<file path="config.mk">
export PLATFORM = sky130hd
export DESIGN_NAME = fetch_aligner_flat
export DESIGN_NICKNAME = d
export VERILOG_FILES = /design/src/rtl/riscv_pkg.sv /design/src/rtl/fetch_aligner_if.sv /design/src/rtl/fetch_align_buf.sv /design/src/rtl/fetch_aligner.sv /design/src/flat_wrapper.sv
export SDC_FILE = /design/constraint.sdc
export NUM_CORES = 1
export LEC_CHECK = 0
export ABC_AREA = 1
export CAP_MARGIN = 20
export CORE_ASPECT_RATIO = 1.75
export CORE_MARGIN = 2
export CORE_UTILIZATION = 30
export CTS_BUF_LIST = sky130_fd_sc_hd__clkbuf_16
export DETAILED_ROUTE_END_ITERATION = 16
export HOLD_SLACK_MARGIN = 0.02
export PLACE_DENSITY = 0.55
export SETUP_SLACK_MARGIN = 0.02
export SYNTH_ARGS = -nofsm -noshare
export SYNTH_HDL_FRONTEND = slang
export SYNTH_SLANG_ARGS = --single-unit
</file>
<file path="constraint.sdc">
create_clock -name risc_clk -period 21.2 [get_ports risc_clk]
set_input_delay 6.36 -clock risc_clk [delete_from_list [all_inputs] [get_ports risc_clk]]
set_output_delay 6.36 -clock risc_clk [all_outputs]
set_load 0.02 [all_outputs]
</file>
<file path="src/rtl/riscv_pkg.sv">
// ============================================================================
//  Module      : riscv_pkg
//  Description : Shared constants and types for the RVC-aware fetch aligner.
//  Revision    : 1.0 - initial release
// ============================================================================
`default_nettype none

package riscv_pkg;

    localparam int unsigned c_hw_w    = 16;
    localparam int unsigned c_word_w  = 32;
    localparam int unsigned c_buf_hw  = 4;

    // Low two bits of a halfword equal to this mark a 32-bit instruction.
    localparam logic [1:0]  c_rvc_noncomp = 2'b11;

    localparam logic [31:0] c_reset_pc = 32'h0000_0000;

    typedef enum logic [1:0] {
        ST_FETCH     = 2'd0,
        ST_WAIT      = 2'd1,
        ST_WAIT_DROP = 2'd2
    } fa_state_e;

    function automatic logic is_compressed(input logic [c_hw_w-1:0] hw);
        return hw[1:0] != c_rvc_noncomp;
    endfunction

endpackage

`default_nettype wire

</file>
<file path="src/rtl/fetch_aligner_if.sv">
// ============================================================================
//  Module      : fetch_aligner_if
//  Description : Memory, pipeline and redirect signals of the fetch aligner.
//  Revision    : 1.0 - initial release
// ============================================================================
`default_nettype none

interface fetch_aligner_if #(
    parameter int XLEN = 32
);
    logic            redirect;
    logic [XLEN-1:0] redirect_pc;

    logic            mem_req;
    logic [XLEN-1:0] mem_addr;
    logic            mem_valid;
    logic [31:0]     mem_rdata;

    logic            out_valid;
    logic            out_ready;
    logic [XLEN-1:0] out_instr;
    logic [XLEN-1:0] out_pc;
    logic            out_is_c;

    modport master (
        input  redirect, redirect_pc, mem_valid, mem_rdata, out_ready,
        output mem_req, mem_addr, out_valid, out_instr, out_pc, out_is_c
    );

    modport slave (
        output redirect, redirect_pc, mem_valid, mem_rdata, out_ready,
        input  mem_req, mem_addr, out_valid, out_instr, out_pc, out_is_c
    );

endinterface

`default_nettype wire

</file>
<file path="src/rtl/fetch_align_buf.sv">
// ============================================================================
//  Module      : fetch_align_buf
//  Description : Four-halfword shift buffer; consume shifts from the head,
//                append fills behind the surviving entries in the same cycle.
//  Revision    : 1.0 - initial release
// ============================================================================
`default_nettype none

module fetch_align_buf
    import riscv_pkg::*;
(
    input  wire logic                  clk,
    input  wire logic                  rst,
    input  wire logic                  flush,
    input  wire logic [1:0]            consume_n,
    input  wire logic [1:0]            append_n,
    input  wire logic [c_hw_w-1:0]     app_lo,
    input  wire logic [c_hw_w-1:0]     app_hi,
    output logic      [2*c_hw_w-1:0]   head,
    output logic      [2:0]            count
);

    localparam int unsigned c_buf_w = c_buf_hw * c_hw_w;

    logic [c_buf_w-1:0] data_q, data_d;
    logic [2:0]         count_q, count_d;
    logic [2:0]         w_kept;

    always_comb begin
        w_kept  = count_q - {1'b0, consume_n};
        data_d  = data_q >> {consume_n, 4'b0000};
        for (int i = 0; i < c_buf_hw; i++) begin
            if (append_n != 2'd0 && 3'(i) == w_kept)
                data_d[i*c_hw_w +: c_hw_w] = app_lo;
            if (append_n == 2'd2 && 3'(i) == w_kept + 3'd1)
                data_d[i*c_hw_w +: c_hw_w] = app_hi;
        end
        count_d = w_kept + {1'b0, append_n};
        if (flush) begin
            data_d  = '0;
            count_d = '0;
        end
    end

    always_ff @(posedge clk or posedge rst) begin
        if (rst) begin
            data_q  <= '0;
            count_q <= '0;
        end else begin
            data_q  <= data_d;
            count_q <= count_d;
        end
    end

    assign head  = data_q[2*c_hw_w-1:0];
    assign count = count_q;

endmodule

`default_nettype wire

</file>
<file path="src/rtl/fetch_aligner.sv">
// ============================================================================
//  Module      : fetch_aligner
//  Description : Fetches aligned words and emits 16/32-bit RVC-aware
//                instructions, with redirect and stale-response discard.
//  Revision    : 1.0 - initial release
// ============================================================================
`default_nettype none

module fetch_aligner
    import riscv_pkg::*;
#(
    parameter int              XLEN     = 32,
    parameter logic [XLEN-1:0] RESET_PC = XLEN'(c_reset_pc)
) (
    input  wire logic          risc_clk,
    input  wire logic          rst,
    fetch_aligner_if.master    bus
);

    localparam logic [XLEN-1:0] c_pc_rst    = RESET_PC & ~XLEN'(1);
    localparam logic [XLEN-1:0] c_fetch_rst = RESET_PC & ~XLEN'(3);

    fa_state_e       state_q, state_d;
    logic [XLEN-1:0] fetch_addr_q, fetch_addr_d;
    logic [XLEN-1:0] head_pc_q, head_pc_d;
    logic            drop_low_q, drop_low_d;

    logic [2*c_hw_w-1:0] w_head;
    logic [2:0]          w_count;
    logic                w_head_c;
    logic                w_out_valid;
    logic                w_consume;
    logic [1:0]          w_consume_n;
    logic                w_mem_fire;
    logic [1:0]          w_append_n;
    logic [c_hw_w-1:0]   w_app_lo;
    logic [c_hw_w-1:0]   w_app_hi;
    logic                w_mem_req;

    assign w_head_c    = is_compressed(w_head[c_hw_w-1:0]);
    assign w_out_valid = (w_count >= 3'd1 && w_head_c) ||
                         (w_count >= 3'd2 && !w_head_c);
    assign w_consume   = w_out_valid && bus.out_ready && !bus.redirect;
    assign w_consume_n = !w_consume ? 2'd0 : (w_head_c ? 2'd1 : 2'd2);

    // A response landing in the redirect cycle belongs to the old stream.
    assign w_mem_fire  = (state_q == ST_WAIT) && bus.mem_valid && !bus.redirect;
    assign w_append_n  = !w_mem_fire ? 2'd0 : (drop_low_q ? 2'd1 : 2'd2);
    assign w_app_lo    = drop_low_q ? bus.mem_rdata[31:16] : bus.mem_rdata[15:0];
    assign w_app_hi    = bus.mem_rdata[31:16];

    // count<=2 leaves room for a full word even with no consume.
    assign w_mem_req   = (state_q == ST_FETCH) && (w_count <= 3'd2) &&
                         !bus.redirect && !rst;

    fetch_align_buf u_buf (
        .clk       (risc_clk),
        .rst       (rst),
        .flush     (bus.redirect),
        .consume_n (w_consume_n),
        .append_n  (w_append_n),
        .app_lo    (w_app_lo),
        .app_hi    (w_app_hi),
        .head      (w_head),
        .count     (w_count)
    );

    always_comb begin
        state_d      = state_q;
        fetch_addr_d = fetch_addr_q;
        head_pc_d    = head_pc_q;
        drop_low_d   = drop_low_q;
        if (bus.redirect) begin
            head_pc_d    = bus.redirect_pc & ~XLEN'(1);
            fetch_addr_d = bus.redirect_pc & ~XLEN'(3);
            drop_low_d   = bus.redirect_pc[1];
            state_d      = (state_q != ST_FETCH && !bus.mem_valid) ?
                           ST_WAIT_DROP : ST_FETCH;
        end else begin
            if (w_consume)
                head_pc_d = head_pc_q + (w_head_c ? XLEN'(2) : XLEN'(4));
            case (state_q)
                ST_FETCH: begin
                    if (w_mem_req)
                        state_d = ST_WAIT;
                end
                ST_WAIT: begin
                    if (bus.mem_valid) begin
                        fetch_addr_d = fetch_addr_q + XLEN'(4);
                        drop_low_d   = 1'b0;
                        state_d      = ST_FETCH;
                    end
                end
                ST_WAIT_DROP: begin
                    if (bus.mem_valid)
                        state_d = ST_FETCH;
                end
                default: state_d = ST_FETCH;
            endcase
        end
    end

    always_ff @(posedge risc_clk or posedge rst) begin
        if (rst) begin
            state_q      <= ST_FETCH;
            fetch_addr_q <= c_fetch_rst;
            head_pc_q    <= c_pc_rst;
            drop_low_q   <= RESET_PC[1];
        end else begin
            state_q      <= state_d;
            fetch_addr_q <= fetch_addr_d;
            head_pc_q    <= head_pc_d;
            drop_low_q   <= drop_low_d;
        end
    end

    assign bus.mem_req   = w_mem_req;
    assign bus.mem_addr  = fetch_addr_q;
    assign bus.out_valid = w_out_valid;
    assign bus.out_instr = w_head_c ? XLEN'(w_head[c_hw_w-1:0]) : XLEN'(w_head);
    assign bus.out_pc    = head_pc_q;
    assign bus.out_is_c  = w_out_valid && w_head_c;

endmodule

`default_nettype wire

</file>
<file path="src/flat_wrapper.sv">
// flat-port wrapper written by rule: the top's interface ports become plain ports
module fetch_aligner_flat import riscv_pkg::*;
#(
    parameter int              XLEN     = 32,
    parameter logic [XLEN-1:0] RESET_PC = XLEN'(c_reset_pc)
)
  (risc_clk, rst, bus_redirect, bus_redirect_pc, bus_mem_valid, bus_mem_rdata, bus_out_ready, bus_mem_req, bus_mem_addr, bus_out_valid, bus_out_instr, bus_out_pc, bus_out_is_c);
  fetch_aligner_if #(.XLEN(XLEN)) bus_i ();
  input  wire logic risc_clk;
  input  wire logic rst;
  input wire logic [$bits(bus_i.redirect)-1:0] bus_redirect;
  input wire logic [$bits(bus_i.redirect_pc)-1:0] bus_redirect_pc;
  input wire logic [$bits(bus_i.mem_valid)-1:0] bus_mem_valid;
  input wire logic [$bits(bus_i.mem_rdata)-1:0] bus_mem_rdata;
  input wire logic [$bits(bus_i.out_ready)-1:0] bus_out_ready;
  output wire logic [$bits(bus_i.mem_req)-1:0] bus_mem_req;
  output wire logic [$bits(bus_i.mem_addr)-1:0] bus_mem_addr;
  output wire logic [$bits(bus_i.out_valid)-1:0] bus_out_valid;
  output wire logic [$bits(bus_i.out_instr)-1:0] bus_out_instr;
  output wire logic [$bits(bus_i.out_pc)-1:0] bus_out_pc;
  output wire logic [$bits(bus_i.out_is_c)-1:0] bus_out_is_c;
  assign bus_i.redirect = bus_redirect;
  assign bus_i.redirect_pc = bus_redirect_pc;
  assign bus_i.mem_valid = bus_mem_valid;
  assign bus_i.mem_rdata = bus_mem_rdata;
  assign bus_i.out_ready = bus_out_ready;
  assign bus_mem_req = bus_i.mem_req;
  assign bus_mem_addr = bus_i.mem_addr;
  assign bus_out_valid = bus_i.out_valid;
  assign bus_out_instr = bus_i.out_instr;
  assign bus_out_pc = bus_i.out_pc;
  assign bus_out_is_c = bus_i.out_is_c;
  fetch_aligner #(.XLEN(XLEN), .RESET_PC(RESET_PC)) u_core (.risc_clk(risc_clk), .rst(rst), .bus(bus_i));
endmodule
</file>
Word-level counts from Yosys, hierarchy flattened

Index checks and enable logic that the tools add are counted.

Bits in registers: 134
Input port bits: 69
Output and inout port bits: 99
Word-level logic and storage cells: 92

$add $sub $neg: 5
Magnitude comparators: 3
Equality and inequality tests: 12
Shift operators: 1
Mux-type cells: 30
Reduce and logical (&&, ||, !) cells: 35

Operators with widths:

| cell                                                                                 | number |
|---|---|
| 32-bit 2-to-1 mux                                                                    | 6 |
| 16-bit 2-to-1 mux                                                                    | 9 |
| 64-bit 2-to-1 mux                                                                    | 1 |
| 64-bit by 6-bit right shift with 64-bit output                                       | 1 |
| 32-bit by 3-bit adder with 32-bit output (second input constant)                     | 1 |
| 32-bit adder                                                                         | 1 |
| 1-bit logical AND                                                                    | 19 |
| 2-bit 2-to-1 mux                                                                     | 8 |
| 2-bit by 3-bit == test with 1-bit output (first input constant)                      | 4 |
| 2-bit nonzero test                                                                   | 5 |
| 1-bit by 3-bit == test with 1-bit output (first input constant)                      | 2 |
| 3-bit zero test                                                                      | 2 |
| 3-bit 2-to-1 mux                                                                     | 2 |
| 2-bit == test (second input constant)                                                | 2 |
| 1-bit zero test                                                                      | 4 |
| 2-bit one-hot mux with 2 select lines                                                | 1 |
| 2-bit AND reduction                                                                  | 2 |
| 3-bit by 1-bit adder with 3-bit output (second input constant)                       | 1 |
| 3-bit by 2-bit adder with 3-bit output                                               | 1 |
| 3-bit by 1-bit greater-or-equal comparator with 1-bit output (second input constant) | 1 |
| 3-bit by 2-bit greater-or-equal comparator with 1-bit output (second input constant) | 1 |
| 3-bit by 2-bit <= comparator with 1-bit output (second input constant)               | 1 |
| 1-bit 2-to-1 mux                                                                     | 3 |
| 3-bit by 1-bit inequality test with 1-bit output (second input constant)             | 1 |
| other kinds (7)                                                                      | 7 |

Logic depth before layout (Yosys ltp)

Gate-level depths: netlist of the first run.

Word-level depth: 13
Gate-level depth with buffers: 19
Depth with buffers taken out: 17

Hierarchy

Synthesis of the first run repeated with hierarchy kept, for this count alone.

Cell total of the unflattened synthesis: 1692
Area total of the unflattened synthesis: 10415.0 um2

Modules (own cells, without submodules):

| module          | instances | cells an instance | area an instance (um2) |
|---|---|---|---|
| fetch_align_buf | 1         | 927               | 5591.6 |
| fetch_aligner   | 1         | 765               | 4823.4 |

Worst setup path after synthesis of the first run

Ideal clock, no wire load.

Kind: input-to-output
Start point: in rst
End point: out bus_mem_req
Arrival: 9.771 ns
Required time: 14.840 ns
Path slack: 5.069 ns
Cell stages on the path: 3
Buffers on the path: 0
Cells stage by stage: inv_1 > nand3_1 > inv_1

Cells in the longest elaborated chain, start to end: 2

Ends and longest elaborated chain:

| item              | line                | text |
|---|---|---|
| from (decl)       | flat_wrapper.sv:10  | `input wire logic rst;` |
| 1-bit zero test   | fetch_aligner.sv:54 | `!bus.redirect && !rst;` |
| 1-bit logical AND | fetch_aligner.sv:54 |  |
| to (decl)         | flat_wrapper.sv:16  | `output wire logic [$bits(bus_i.mem_req)-1:0] bus_mem_req;` |

Every way passes these cells.

Final worst setup path of the first run

Same ends and word-level chain as after synthesis.

==> metrics.csv, run 1 <==
stage,metric,value,unit
outcome,status,finished clean,
route,drt first pass iters,5,
route,final antenna-violating net count,0,
global_routing,vias in the first global route,9886,
global_routing,largest net degree at the start of global routing,63,
cells_and_area,share of cells above drive strength 1,5.538,%
power_and_ir_drop,Max rail drop VDD,0.00006544,V
die,die area,0.03350,sq mm
route,vias,10098,
sta,max-slew headroom at the worst pin,31.67,%
yosys,async set-reset flop share out of synthesis,100.0,%
placed_design,DP HPWL,26800,microns
sta,Tcrit/Tclk final,68.14,%
sta,final clock skew,13.87,ps
route,initial DRC count,706,
die,Std-Cell Rows,86,
yosys,Synth Area per Inst,6.543,sq um
yosys,"Distinct cells, synth",45,
die,Top Ports,168,
yosys,Yosys reg bits,131,
route,wire per inst,18.83,microns
sta,final worst setup slack,6755,ps
clock_network,Clock transition at path regs,60,ps
power_and_ir_drop,P per Cell Area,84.46,mW/mm^2
route,total wire length,37380,microns
critical_path,CP Max Fanout,37,
global_routing,initial antenna violation count,0,
clock_network,"Clk Latency, worst-skew pair",450,ps
sta,crit path time final,14440,ps
yosys,sequential fraction of the synthesis area,34.15,%
worst_hold_path,worst hold path type,reg2reg,
run,max-cap violations,0,
critical_path,Worst Path Arrival,8080,ps
yosys,Main synth FF type,dfrtp_1,
placed_design,IO Port Bufs,163,
critical_path,Worst Path Required,14840,ps
clock_network,CTS hold repair buffers,0,
sta,Least-Margin Pin Slew,1022,ps
cells_and_area,n_diodes,0,
power_and_ir_drop,leakage,5.371,nW
die,chip width,139.2,microns
clock_network,clock root cell,clkbuf_16,
clock_network,CTS Buf Count,17,
yosys,"Cell Area, Synth",0.009598,sq mm
clock_network,# Post-CTS Setup Buffers,0,
sta,Slew Limit Fails,0,
yosys,Post-synth EDFFs,0,
sta,final setup fails,0,
cells_and_area,Final nets,1656,
route,Via density,5.087,
clock_network,cts repair resizes,0,
yosys,synth warn,0,
critical_path,CP Capture Type,output port,
global_routing,GR Util All Layers,22.30,%
sta,post-route setup TNS,0,ps
clock_network,CTS tree,done,
critical_path,critical path launch point type,input pin,
die,chip height,240.6,microns
die,Initial Util,30.44,%
global_routing,first-pass GRT wire length,56700,microns
sta,"Hold Violations, Final",0,
sta,unrepaired setup endpoints after global routing,no,
cells_and_area,Fillers,3343,
clock_network,# H-tree levels,4,
cells_and_area,final cell count without fillers,1985,
placed_design,dpl ws,6676,ps
clock_network,worst-case clock buffer depth,2,
sta,Fmax,69.23,MHz
clock_network,clock sink total,131,
yosys,Mapped Cells,1467,
global_routing,total congestion overflow,0,
cells_and_area,Layout area overhead,24.27,%
critical_path,critical path class,in2out,
placed_design,DP Cell Count,1952,
placed_design,gpl congestion,0.9518,
die,total core area,0.03153,sq mm
route,drc violations,0,
report_power, final:
| group | leakage [nW] | switching (mW) | internal [mW] | total (mW) |
|---|---|---|---|---|
| clock network | 0.296 | 0.130 | 0.186 | 0.316 |
| registers | 1.70 | 0.0524 | 0.293 | 0.345 |
| logic | 3.37 | 0.215 | 0.131 | 0.346 |
sequential cells by signal (all words and copies together), names as in the netlist:
signal and flops:
u_core.u_buf.data_q 64, u_core.bus.out_pc 31, u_core.bus.mem_addr 30, u_core.u_buf.count 3
u_core.state_q 2, u_core.drop_low_q 1
kinds of logic (layout without fill, tap and decap cells):
group	after synthesis	after routing	share of synthesized area (%)
DFF	131	131	34.15
AOI/OAI and AO/OA	219	219	13.26
and+or+nand+nor	834	834	36.94
buffers and inverters	247	367	11.55
other	1	3	0.03907
xor gates and xnor gates	24	24	2.386
adders and majority gates	11	11	1.669
cell usage in the layout (no fill, tap or decap), drive strengths merged:
cell / n
a21boi: 1
a21oi: 61
a31oi: 5
and3: 1
buf: 9
bufinv: 3
clkbuf: 17
clkdlybuf4s50: 162
clkinv: 6
clkinvlp: 2
conb: 3
dfrtp: 131
fa: 3
ha: 8
inv: 168
nand2: 487
nand3: 112
nand3b: 10
nand4: 30
nor2: 185
nor3: 9
o211ai: 27
o21a: 2
o21ai: 115
o21bai: 2
o221ai: 4
o22ai: 1
o32ai: 1
xnor2: 8
xor2: 16
critical path, cell delays in order:
cell and delay [ps]:
clkdlybuf4s50_1 470, inv_6 320, nand3_1 180, inv_1 120, clkdlybuf4s50_1 610
per-stage QoR:
| stage | utilization (%) | power [mW] | hold slack [ps] | area [sq um] |
|---|---|---|---|---|
| CTS | 37.75 | 1.012 | 481.2 | 11900 |
| floorplan | - | 0.5573 | 448.8 | 9605 |
| detailed placement | 35.82 | 0.6939 | 464.8 | 11290 |
| global placement | 35.82 | 0.6895 | 462.7 | 11290 |
| finish | 37.83 | 1.007 | 477.9 | 11930 |
| global route | 37.83 | 1.062 | 508.5 | 11930 |
cells in the mapped netlist (all sizes together), types with 5 or more instances:
| cell type | count | area [sq um] |
|---|---|---|
| a21oi | 61 | 305.3 |
| a31oi | 5 | 31.28 |
| buf | 60 | 404.1 |
| clkbuf | 23 | 86.33 |
| dfrtp | 131 | 3278 |
| ha | 8 | 100.1 |
| inv | 163 | 614.3 |
| nand2 | 487 | 1843 |
| nand3 | 112 | 605.6 |
| nand3b | 10 | 75.07 |
| nand4 | 30 | 215.2 |
| nor2 | 185 | 745.7 |
| nor3 | 9 | 55.05 |
| o211ai | 27 | 272.8 |
| o21ai | 115 | 575.6 |
| xnor2 | 8 | 88.84 |
| xor2 | 16 | 140.1 |
worst paths after layout:
| path | start | end | slack, ps | cells past startpoint |
|---|---|---|---|---|
| worst max-delay path | rst | bus_mem_req | 6760 | 5 |
| worst min-delay path | u_core.u_buf.data_q[19] | u_core.u_buf.data_q[19] | 480 | 2 |
| worst max register to register | u_core.u_buf.data_q[1] | u_core.u_buf.data_q[31] | 15890 | 17 |
| worst min register to register | u_core.u_buf.data_q[19] | u_core.u_buf.data_q[19] | 480 | 2 |
| max in group asynchronous | rst | u_core.bus.mem_addr[12] | 13790 | 3 |
| min in group asynchronous | rst | u_core.u_buf.data_q[12] | 6290 | 2 |
cell type report:
type / instances / area (sq um) / area share [%]
multi-input cells: 1091 / 5219 / 43.75
flip-flops and latches: 131 / 3278 / 27.48
repair buffers: 171 / 1707 / 14.31
inverters: 164 / 623.1 / 5.224
well taps: 396 / 495.5 / 4.154
clock buffers: 17 / 425.4 / 3.567
clock inverters: 15 / 180.2 / 1.511
layer usage:
| metal | up-vias | track usage, % | share of wire [%] |
|---|---|---|---|
| li1 | 4889 | - | - |
| met4 | 0 | 16.96 | 7.7 |
| met1 | 4683 | 23.41 | 36 |
| met3 | 105 | 3.571 | 5.4 |
| met5 | - | 0 | 0 |
| met2 | 421 | 39.95 | 51 |
Power figures use the tool's default switching activity.
==> inputs of run 2 (changes only) <==
- clock period: 21.2 -> 14.25 ns (I/O delays scaled with it)
==> metrics.csv, run 2 (same netlist as run 1, synthesis figures left out) <==
stage,metric,value,unit,change
route,total wire length,37030,microns,-0.93%
sta,final hold slack,480.8,ps,+2.908 ps
run,max-cap violations,0,,unchanged
sta,crit path time final,10260,ps,
critical_path,CP Capture Type,output port,,
placed_design,gpl congestion,0.9460,,-0.61%
placed_design,Post-Place Cell Area,0.01130,sq mm,about the same
clock_network,# Post-CTS Setup Buffers,0,,unchanged
route,initial DRC count,769,,+8.9%
critical_path,critical path's slowest cell,clkdlybuf4s50_1,,
sta,Least-Margin Pin Slew,867.9,ps,-154.5 ps
clock_network,worst-case clock buffer depth,2,,unchanged
sta,Tcrit/Tclk final,72.01,%,
critical_path,critical path launch point type,input pin,,
critical_path,Worst path max stage delay,600,ps,about the same
sta,final setup fails,0,,unchanged
die,Initial Util,30.44,%,unchanged
clock_network,Clock transition at path regs,70,ps,about the same
die,total core area,0.03153,sq mm,unchanged
route,drc violations,0,,unchanged
route,final antenna-violating net count,0,,unchanged
sta,post-route setup TNS,0,ps,unchanged
cells_and_area,Fillers,3376,,+0.99%
critical_path,critical-path cell list,clkdlybuf4s50_1 -> inv_6 -> nand3_1 -> inv_1 -> clkdlybuf4s50_1,,
clock_network,CTS hold repair buffers,0,,unchanged
die,Top Ports,168,,unchanged
critical_path,critical path class,in2out,,
cells_and_area,Util after Layout,37.65,%,-0.18 points
outcome,status,finished clean,,
critical_path,CP Max Fanout,36,,-2.7%
global_routing,first-pass GRT wire length,56240,microns,-0.80%
sta,unrepaired setup endpoints after global routing,no,,
die,die area,0.03350,sq mm,unchanged
route,vias,10052,,-0.46%
die,chip width,139.2,microns,unchanged
critical_path,Worst Path Arrival,5990,ps,-2090 ps
worst_hold_path,worst hold path type,reg2reg,,
route,Via density,5.064,,-0.46%
global_routing,GR Util All Layers,22.13,%,-0.17 points
cells_and_area,Layout area overhead,23.69,%,
sta,final worst setup slack,3989,ps,-2766 ps
global_routing,vias in the first global route,9676,,-2.1%
cells_and_area,flip-flop count of the largest register after layout,64,,unchanged
clock_network,# H-tree levels,4,,unchanged
placed_design,dpl ws,3908,ps,-2768 ps
sta,Fmax,97.45,MHz,
global_routing,total congestion overflow,0,,unchanged
critical_path,Worst Path Required,9970,ps,-4870 ps
die,Std-Cell Rows,86,,unchanged
sta,max-slew headroom at the worst pin,42.07,%,+10 points
route,drt first pass iters,5,,unchanged
cells_and_area,"most common cell after layout, fill and taps aside",nand2_1,,
clock_network,CTS Buf Count,17,,unchanged
clock_network,"Clk Latency, worst-skew pair",440,ps,about the same
cells_and_area,Final nets,1657,,+0.060%
placed_design,DP HPWL,26720,microns,-0.28%
power_and_ir_drop,P per Cell Area,121.7,mW/mm^2,+44%
cells_and_area,n_diodes,0,,unchanged
power_and_ir_drop,leakage,5.349,nW,-0.41%
power_and_ir_drop,Max rail drop VDD,0.00009408,V,+44%
cells_and_area,most frequent cells in the layout,"nand2_1 (483), nor2_1 (178), clkdlybuf4s50_1 (162)",,
clock_network,CTS tree,done,,
sta,Slew Limit Fails,0,,unchanged
placed_design,IO Port Bufs,163,,unchanged
cells_and_area,Reg with most FFs,u_core.u_buf.data_q,,
die,chip height,240.6,microns,unchanged
global_routing,initial antenna violation count,0,,unchanged
cells_and_area,share of cells above drive strength 1,5.412,%,-0.13 points
sta,final clock skew,13.42,ps,-0.4446 ps
critical_path,Most common cell on crit path,clkdlybuf4s50_1,,
route,wire per inst,18.65,microns,-0.93%
global_routing,largest net degree at the start of global routing,63,,unchanged
cells_and_area,fin area,0.01187,sq mm,-0.47%
clock_network,clock sink total,131,,unchanged
clock_network,clock root cell,clkbuf_16,,
sta,"Hold Violations, Final",0,,unchanged
clock_network,cts repair resizes,0,,unchanged
## run 2: cell count changes in the layout (fill, tap and decap cells not counted), sizes merged
cell      before  now
clkinvlp       2    1
buf            9   10
inv          168  165
clkinv         6   11
bufinv         3    1
## run 2: final timing paths
path / from / end / slack (ps) / cells past startpoint
max in group asynchronous: rst / u_core.bus.mem_addr[18] / 8930 / 3
setup reg to reg: u_core.u_buf.data_q[0] / u_core.u_buf.data_q[18] / 8950 / 17
hold / removal: u_core.u_buf.data_q[23] / u_core.u_buf.data_q[23] / 480 / 2
min in group asynchronous: rst / u_core.u_buf.data_q[6] / 4220 / 2
hold reg to reg: u_core.u_buf.data_q[23] / u_core.u_buf.data_q[23] / 480 / 2
setup / recovery: rst / bus_mem_req / 3990 / 5
## run 2: cell type report
type / count / area (sq um) / share of cell area [%]
multi-input combinational: 1091 / 5219 / 43.96
sequential: 131 / 3278 / 27.61
timing repair buffer: 172 / 1714 / 14.44
inverter: 164 / 623.1 / 5.249
tap: 396 / 495.5 / 4.174
clock buffer: 17 / 425.4 / 3.583
clock inverter: 14 / 116.4 / 0.9802
## run 2: worst max-delay path, delay by kind of cell
family	cells	cell delay [ps]
buffers and inverters	4	1500
and+or+nand+nor	1	190
## run 2: power by group
part / internal [mW] / switching [mW]
Clock: 0.237 / 0.182
Sequential: 0.436 / 0.0775
Combinational: 0.195 / 0.318
Total: 0.868 / 0.577
## run 2: stage by stage
step | power, mW | cells
5_1_grt | 1.534 | 1985
3_3_place_gp | 1.027 | 1953
3_5_place_dp | 1.032 | 1953
4_1_cts | 1.457 | 1984
2_1_floorplan | 0.8291 | 1469
6_report | 1.445 | 1985
## run 2: routing by layer
| layer | up-vias | track usage (%) | part of all wire (%) |
|---|---|---|---|
| met2 | 407 | 40.89 | 52 |
| met4 | 0 | 13.62 | 6.2 |
| li1 | 4896 | - | - |
| met1 | 4664 | 23.57 | 36 |
| met5 | - | 0 | 0 |
| met3 | 85 | 3.433 | 5.5 |
